`src/rtl/core_defines.sv`:
```
// Shared core-wide definitions.
//   CORE_PC_WIDTH   : width of a program counter value
//   CORE_INST_WIDTH : width of one fetched instruction
package core_defines;

    localparam int CORE_PC_WIDTH   = 32;
    localparam int CORE_INST_WIDTH = 32;

endpackage

```
`src/rtl/core_if_ibuf_ptr.sv`:
```
// Pointer and occupancy tracking for the instruction buffer.
// Ports:
//   clk, rst           : core clock, synchronous active-high reset
//   flush              : clears pointers and count (same effect as reset)
//   push, pop          : one-entry write / read this cycle
//   wr_ptr, rd_ptr     : circular write / read indices (wrap by overflow)
//   count              : occupancy 0..DEPTH
module core_if_ibuf_ptr #(
    parameter int DEPTH = 4,
    parameter int PTR_W = $clog2(DEPTH)
) (
    input  logic             clk,
    input  logic             rst,
    input  logic             flush,
    input  logic             push,
    input  logic             pop,
    output logic [PTR_W-1:0] wr_ptr,
    output logic [PTR_W-1:0] rd_ptr,
    output logic [PTR_W:0]   count
);

    localparam logic [PTR_W:0] FULL = (PTR_W + 1)'(DEPTH);

    logic [PTR_W:0] count_d;

    always_comb begin
        count_d = count;
        unique case ({push, pop})
            2'b10:   count_d = count + (PTR_W + 1)'(1);
            2'b01:   count_d = count - (PTR_W + 1)'(1);
            default: count_d = count;
        endcase
    end

    always_ff @(posedge clk) begin
        if (rst || flush) begin
            wr_ptr <= '0;
            rd_ptr <= '0;
            count  <= '0;
        end else begin
            if (push) wr_ptr <= wr_ptr + PTR_W'(1);
            if (pop)  rd_ptr <= rd_ptr + PTR_W'(1);
            count <= count_d;
        end
    end

    // Upstream gating by ready_in must make this unreachable.
    a_no_push_when_full: assert property (@(posedge clk) disable iff (rst)
        !(push && count == FULL))
        else $error("core_if_ibuf_ptr: push while full");

endmodule

```
`src/rtl/core_if_ibuf.sv`:
```
// Instruction buffer between fetch (IFU) and decode.
// Stores {pc, inst, bj_predict} beats in a DEPTH-entry circular FIFO,
// presents them in order, and drops everything on an EXU pipeline flush.
// Ports:
//   clk, rst                       : core clock, synchronous active-high reset
//   valid_in / ready_in            : IFU handshake (ready_in independent of ready_out)
//   i_pc, i_inst, i_bj_predict     : incoming beat
//   i_pipe_flush_req               : flush; wins over push and pop
//   valid_out / ready_out          : decode handshake
//   o_pc, o_inst, o_bj_predict     : head entry (don't-care when valid_out = 0)
//   o_count                        : occupancy 0..DEPTH
// Config macro: CORE_IBUF_BYPASS_EN - when empty, the input beat passes straight
// to the outputs and is consumed without being written if decode is ready.
module core_if_ibuf
    import core_defines::*;
#(
    parameter int DEPTH = 4,
    parameter int PTR_W = $clog2(DEPTH)
) (
    input  logic                       clk,
    input  logic                       rst,
    input  logic                       valid_in,
    output logic                       ready_in,
    input  logic [CORE_PC_WIDTH-1:0]   i_pc,
    input  logic [CORE_INST_WIDTH-1:0] i_inst,
    input  logic                       i_bj_predict,
    input  logic                       i_pipe_flush_req,
    output logic                       valid_out,
    input  logic                       ready_out,
    output logic [CORE_PC_WIDTH-1:0]   o_pc,
    output logic [CORE_INST_WIDTH-1:0] o_inst,
    output logic                       o_bj_predict,
    output logic [PTR_W:0]             o_count
);

    localparam int ENTRY_W = CORE_PC_WIDTH + CORE_INST_WIDTH + 1;
    localparam logic [PTR_W:0] FULL = (PTR_W + 1)'(DEPTH);

    logic [ENTRY_W-1:0] mem [DEPTH];
    logic [ENTRY_W-1:0] head;
    logic [PTR_W-1:0]   wr_ptr;
    logic [PTR_W-1:0]   rd_ptr;
    logic [PTR_W:0]     count;
    logic               empty;
    logic               push;
    logic               wr_en;
    logic               ptr_pop;

    assign empty    = (count == '0);
    assign ready_in = (count != FULL);
    assign push     = valid_in & ready_in & ~i_pipe_flush_req;
    assign head     = mem[rd_ptr];

    always_comb begin
        valid_out    = ~empty & ~i_pipe_flush_req;
        o_pc         = head[ENTRY_W-1 -: CORE_PC_WIDTH];
        o_inst       = head[CORE_INST_WIDTH:1];
        o_bj_predict = head[0];
        wr_en        = push;
        ptr_pop      = valid_out & ready_out;
`ifdef CORE_IBUF_BYPASS_EN
        if (empty) begin
            valid_out    = valid_in & ~i_pipe_flush_req;
            o_pc         = i_pc;
            o_inst       = i_inst;
            o_bj_predict = i_bj_predict;
            // Beat taken directly by decode: never enters storage.
            wr_en        = push & ~ready_out;
            ptr_pop      = 1'b0;
        end
`endif
    end

    always_ff @(posedge clk) begin
        if (wr_en) mem[wr_ptr] <= {i_pc, i_inst, i_bj_predict};
    end

    core_if_ibuf_ptr #(
        .DEPTH (DEPTH),
        .PTR_W (PTR_W)
    ) u_ptr (
        .clk    (clk),
        .rst    (rst),
        .flush  (i_pipe_flush_req),
        .push   (wr_en),
        .pop    (ptr_pop),
        .wr_ptr (wr_ptr),
        .rd_ptr (rd_ptr),
        .count  (count)
    );

    assign o_count = count;

endmodule
```
`config.mk`:
```
export PLATFORM = sky130hd
export DESIGN_NAME = core_if_ibuf
export DESIGN_NICKNAME = d
export VERILOG_FILES = /design/src/rtl/core_defines.sv /design/src/rtl/core_if_ibuf_ptr.sv /design/src/rtl/core_if_ibuf.sv
export SDC_FILE = /design/constraint.sdc
export NUM_CORES = 1
export LEC_CHECK = 0
export BUFFER_PORTS_ARGS = -buffer_cell sky130_fd_sc_hd__buf_2
export CORE_ASPECT_RATIO = 1.25
export CORE_UTILIZATION = 40
export DETAILED_ROUTE_END_ITERATION = 8
export GPL_ROUTABILITY_DRIVEN = 0
export SYNTH_ARGS = -nofsm -noshare
export SYNTH_HDL_FRONTEND = slang
export SYNTH_SLANG_ARGS = --single-unit
```
`constraint.sdc`:
```
create_clock -name clk -period 8.3 [get_ports clk]
set_input_delay 0.83 -clock clk [delete_from_list [all_inputs] [get_ports clk]]
set_output_delay 0.83 -clock clk [all_outputs]
set_load 0.1 [all_outputs]
```
# Word level (Yosys, flattened, before mapping)
# Memory sizes are Yosys's and may differ from the RTL's. A register that Yosys moved wholly into a read port is not among the register bits.
# Cells that the tools add are included.
# Widths: inputs -> output; s select.
[word_totals] ramBits=260 wordCells=25 ff_bits=7 output_inout_bits=70 mem_count=1 inputBits=70
[memory_table] memory="mem" depth=4 word_bits=65 read_ports=1 rd_clocked_by_memory_dff=1 wr=1 line="core_if_ibuf.sv:39" source="logic [ENTRY_W-1:0] mem [DEPTH];"
[classes] n_mux=5 bitwise_logic=6 eq_ne=3 n_addsub=4 n_reduce_logical=3
[ops] operator="$pmux 3 s2" count=1
[ops] operator="$add 2x1->2 const B" count=2
[ops] operator="$and 1x1->1" count=4
[ops] operator="$mux 2" count=2
[ops] operator="$add 3x1->3 const B" count=1
[ops] operator="$logic_not 3->1" count=1
[ops] operator="$ne 3x3->1 const B" count=1
[ops] operator="$sub 3x1->3 const B" count=1
[ops] operator="$eq 2x1->1 const B" count=1
[ops] operator="$eq 2x2->1 const B" count=1
[ops] operator="$mux 1" count=2
[ops] operator="$not 1->1" count=2
[ops] operator="$reduce_bool 2->1" count=1
[ops] operator="$logic_or 1x1->1" count=1

# Depth between registers and ports, before layout
[logic_depth] depth_word=6 mapped_depth=9 depth_no_buf=9

# Modules after synthesis
# A second synthesis with hierarchy kept.
[hier_totals] hier_cells=381 area_unflattened_um2=9789.4
[modules_own_cells] mod="core_if_ibuf" seq_area_each_um2=7807.5 cells_each=351 n_inst=1 area_each_um2=9494.1
[modules_own_cells] mod="core_if_ibuf_ptr" seq_area_each_um2=140.1 cells_each=30 n_inst=1 area_each_um2=295.3

# Least setup slack after synthesis
# No wires, ideal clock.
[synth_path] path_kind="register to register" start="register u_ptr.count[0]" end="memory mem[0][0] (netlist name) (enable)" required_ns=7.870 setup_slack_ns=4.790 setup_ns=0.430 path_buffers=0 stages_incl_launch_ff=4 period_less_slack_ns=3.510 arrival_ns=3.080 path_cell_list="dfxtp_1 -> nor3b_1 -> nor3_1 -> and2_1"
[synth_between] elab_chain_len=5
[synth_lines] element="start, declared" line="core_if_ibuf_ptr.sv:19" source="output logic [PTR_W:0] count"
[synth_lines] element="start signal, assigned" line="core_if_ibuf_ptr.sv:43" source="count <= count_d;"
[synth_lines] element="$ne 3x3->1" line="core_if_ibuf.sv:50" source="assign ready_in = (count != FULL);"
[synth_lines] element="$and 1x1->1 (2 in series)" line="core_if_ibuf.sv:51" source="assign push = valid_in & ready_in & ~i_pipe_flush_req;"
[synth_lines] element="$mux 1" line="core_if_ibuf.sv:75" source="if (wr_en) mem[wr_ptr] <= {i_pc, i_inst, i_bj_predict};"
[synth_lines] element="$mux 1 (not written as such)" line="core_if_ibuf.sv:75"
[synth_lines] element="end, declared" line="core_if_ibuf.sv:39"
# Every way passes these cells.

==> impl_metrics.toml <==
[floorplanning]
die_y_um = 178
core.rowCount = 64
die_w_um = 143
pin_count = 140
initial_core_util_pct = 40.6
dieArea_mm2 = 0.0254
core_area_mm2 = 0.0244

[layout]
fin_area_mm2 = 0.0117
utilization_pct = 47.8
drive_gt1_share_pct = 42.6
antennaDiodeCount = 0
filler_cell_count = 2001
syn2layout_area_growth_pct = 17.7
nets = 626

[detailed_routing]
viasPerCell = 4.97
postRouteAntennaNets = 0
vias = 4464
drt_first_iter_violations = 195
firstDrtPassIters = 4
totalWireLength_mm = 17.3
drc_errors = 0
wire_per_inst_um = 19.2

[worst_setup_path]
critPathMaxFanout = 35
cpPeakStageDelay_ns = 0.76
r2r_setup_slack_ns = 5.86
start_kind = "register"
reg2reg_depth = 9
crit_required_ns = 7.47
crit_arrival_ns = 2.95
rr_endpoint = "u_ptr.count[2]"
cp_top_family = "buffers and inverters"
end_kind = "primary output"
rr_startpoint = "u_ptr.count[2]"
crit_chain = "buf_4, mux4_2, buf_2"
path_class = "reg -> out"
slowest_stage = "dfxtp_4"
crit_buf_inv = 2

[cts]
cts-root-buf = "clkbuf_16"
cts_resized = 0
clk_latency_ns = 0.52
cts_buffer_depth = 3
cts_tree = "yes"
cts_sinks = 269
cts_buffers = 26
clkTransAtPathRegs_ns = 0.06
postCtsSetupRepairBufs = 0
hold_buffers = 0
htreeDepth = 1

[synthesis]
synth_flop_cell = "edfxtp_1"
ys_seq_elements = 269
syn_area_mm2 = 0.00992
syn_inst = 397
yosys_warnings = 0
netlist.area_leader.share_pct = 78.7
synth_edf_count = 260
synth_fp_nets = 473
seq_area_frac_synth_pct = 80.5
yosys-top-cells-area = "edfxtp_1 79%, mux4_2 15%, dfxtp_1 1.8%, buf_12 1.0%, ha_1 0.63%"
yosysTopAreaCell = "edfxtp_1"
postSynth.asyncResetShare_pct = 0
ys_types = 25
syn_area_per_cell_um2 = 25.0

[timing]
setup_viol = 0
worst_slew_pin_slew_ns = 1.04
finalCritPeriodShare_pct = 45.5
hold_viol_final = 0
max_freq_ghz = 0.265
setup_slack_ns = 4.52
rsz0062_at_grt = "no"
finalMaxSlewViolations = 0
tns_ns = 0
period_minus_slack_ns = 3.78
clock_skew_ns = 0.00926
whs_ns = 0.494
slew_headroom_pct = 30.7

[power_and_ir_drop]
powerDensity_mw_per_mm2 = 238
leakagePower_uw = 0.00380
p_clk_share_pct = 38.5
p_sw_share_pct = 21.8
seqPwrFrac_pct = 54.6
power.share.combinational_pct = 6.9
ir_drop_uv = 114
switching_power_uw = 605
p_int_uw = 2180

[global_route]
grt_pass1_vias = 4823
grt-ovfl-total = 0
antenna_found_initial = 0
grt_max_degree = 66
track_usage_pct = 13.8
grt_pass1_wl_mm = 26.3

[placed_design]
dp_slack_ns = 4.92
hpwl_mm = 9.81
place_area_mm2 = 0.0109
place.port_buffers = 139

[worst_hold_path]
hp-start = "u_ptr.rd_ptr[0]"
whs_path_depth = 2
hold_class = "reg -> reg"

[flow_run]
drv_cap = 0

[status]
status = "completed"
-- cells in the mapped netlist (all sizes together) (3+ instances only) --
cell    count
a21oi       5
mux4       65
inv         8
nor2        5
o21ai       4
edfxtp    260
dfxtp       9
or3         3
buf        13
ha          5
and2        4
-- tightest hold or removal path, stage by stage (launching register included) --
cell and delay, ns:
dfxtp_1 0.32, nand2_1 0.07, mux2i_1 0.06
-- layout by cell type, fill, tap and decap left out --
cell type    n
nor3b_2      1
and2_4       4
nand3b_1     1
a21oi_1      5
or2_2        1
nor3_1       2
nor3b_1      1
clkbuf_16   27
nor2_1       5
inv_1        8
bufinv_16    1
fa_1         1
clkbuf_1    11
ha_1         5
mux4_2      65
dfxtp_1      7
buf_4        1
dfxtp_4      2
xor2_1       2
nand2_1      1
edfxtp_1   260
clkinv_2     1
or3_1        3
buf_2      139
clkinv_1     6
mux2i_1      2
o21ai_0      4
nand3_1      2
-- per-stage QoR --
| step | instances | total power [uW] |
|---|---|---|
| floorplan | 397 | 1690 |
| global placement | 852 | 1730 |
| detailed placement | 852 | 1740 |
| CTS | 898 | 2820 |
| global route | 898 | 2870 |
| finish | 898 | 2780 |
-- per-layer routing --
layer | global-route usage, % | share of wire (%)
met3 | 2.90 | 5.8
met5 | 0 | 0
met2 | 24.9 | 53
met1 | 16.4 | 39
met4 | 4.70 | 2.3
-- cell families after synthesis --
family / Yosys count / share of synthesized area [%]
fa+ha+maj: 6 / 0.832
mux: 67 / 15.0
flops: 269 / 80.5
simple gates: 21 / 1.21
compound gates: 9 / 0.454
xor+xnor: 2 / 0.177
buf+inv: 23 / 1.88
-- final cells by class --
class	instances	area, um^2	share of cell area, %
clock buffer	38	717	6.14
clock inverter	8	57.6	0.493
inverter	8	30.0	0.257
multi-input combinational	105	1760	15.1
sequential	269	8000	68.5
tap	330	413	3.54
timing repair buffer	140	703	6.02
-- worst max-delay path by stage --
| stage | cells past startpoint | from | end | slack, ns |
|---|---|---|---|---|
| after CTS | 3 | register | o_bj_predict | 4.36 |
| after floorplan | 3 | u_ptr.count[0] | mem[0][0] | 4.79 |
| after global routing | 3 | register | o_inst[24] | 4.26 |
| after detailed placement | 3 | register | o_bj_predict | 4.92 |
| after global placement | 3 | register | o_bj_predict | 4.93 |
| final | 3 | register | o_bj_predict | 4.52 |
-- power groups by stage --
stage / clock [uW] / combinational [uW] / sequential [uW]
2_1_floorplan: 0 / 140 / 1550
6_report: 1070 / 192 / 1520
4_1_cts: 1100 / 194 / 1520
3_5_place_dp: 0 / 194 / 1550
5_1_grt: 1150 / 201 / 1520
3_3_place_gp: 0 / 190 / 1540
-- state kept, by name, summed over array words and instances, names as in the netlist, named ones only --
register      cells
mem             260
u_ptr.count       3
u_ptr.rd_ptr      2
u_ptr.wr_ptr      2
Note: power is estimated with default switching activity, not from simulation.
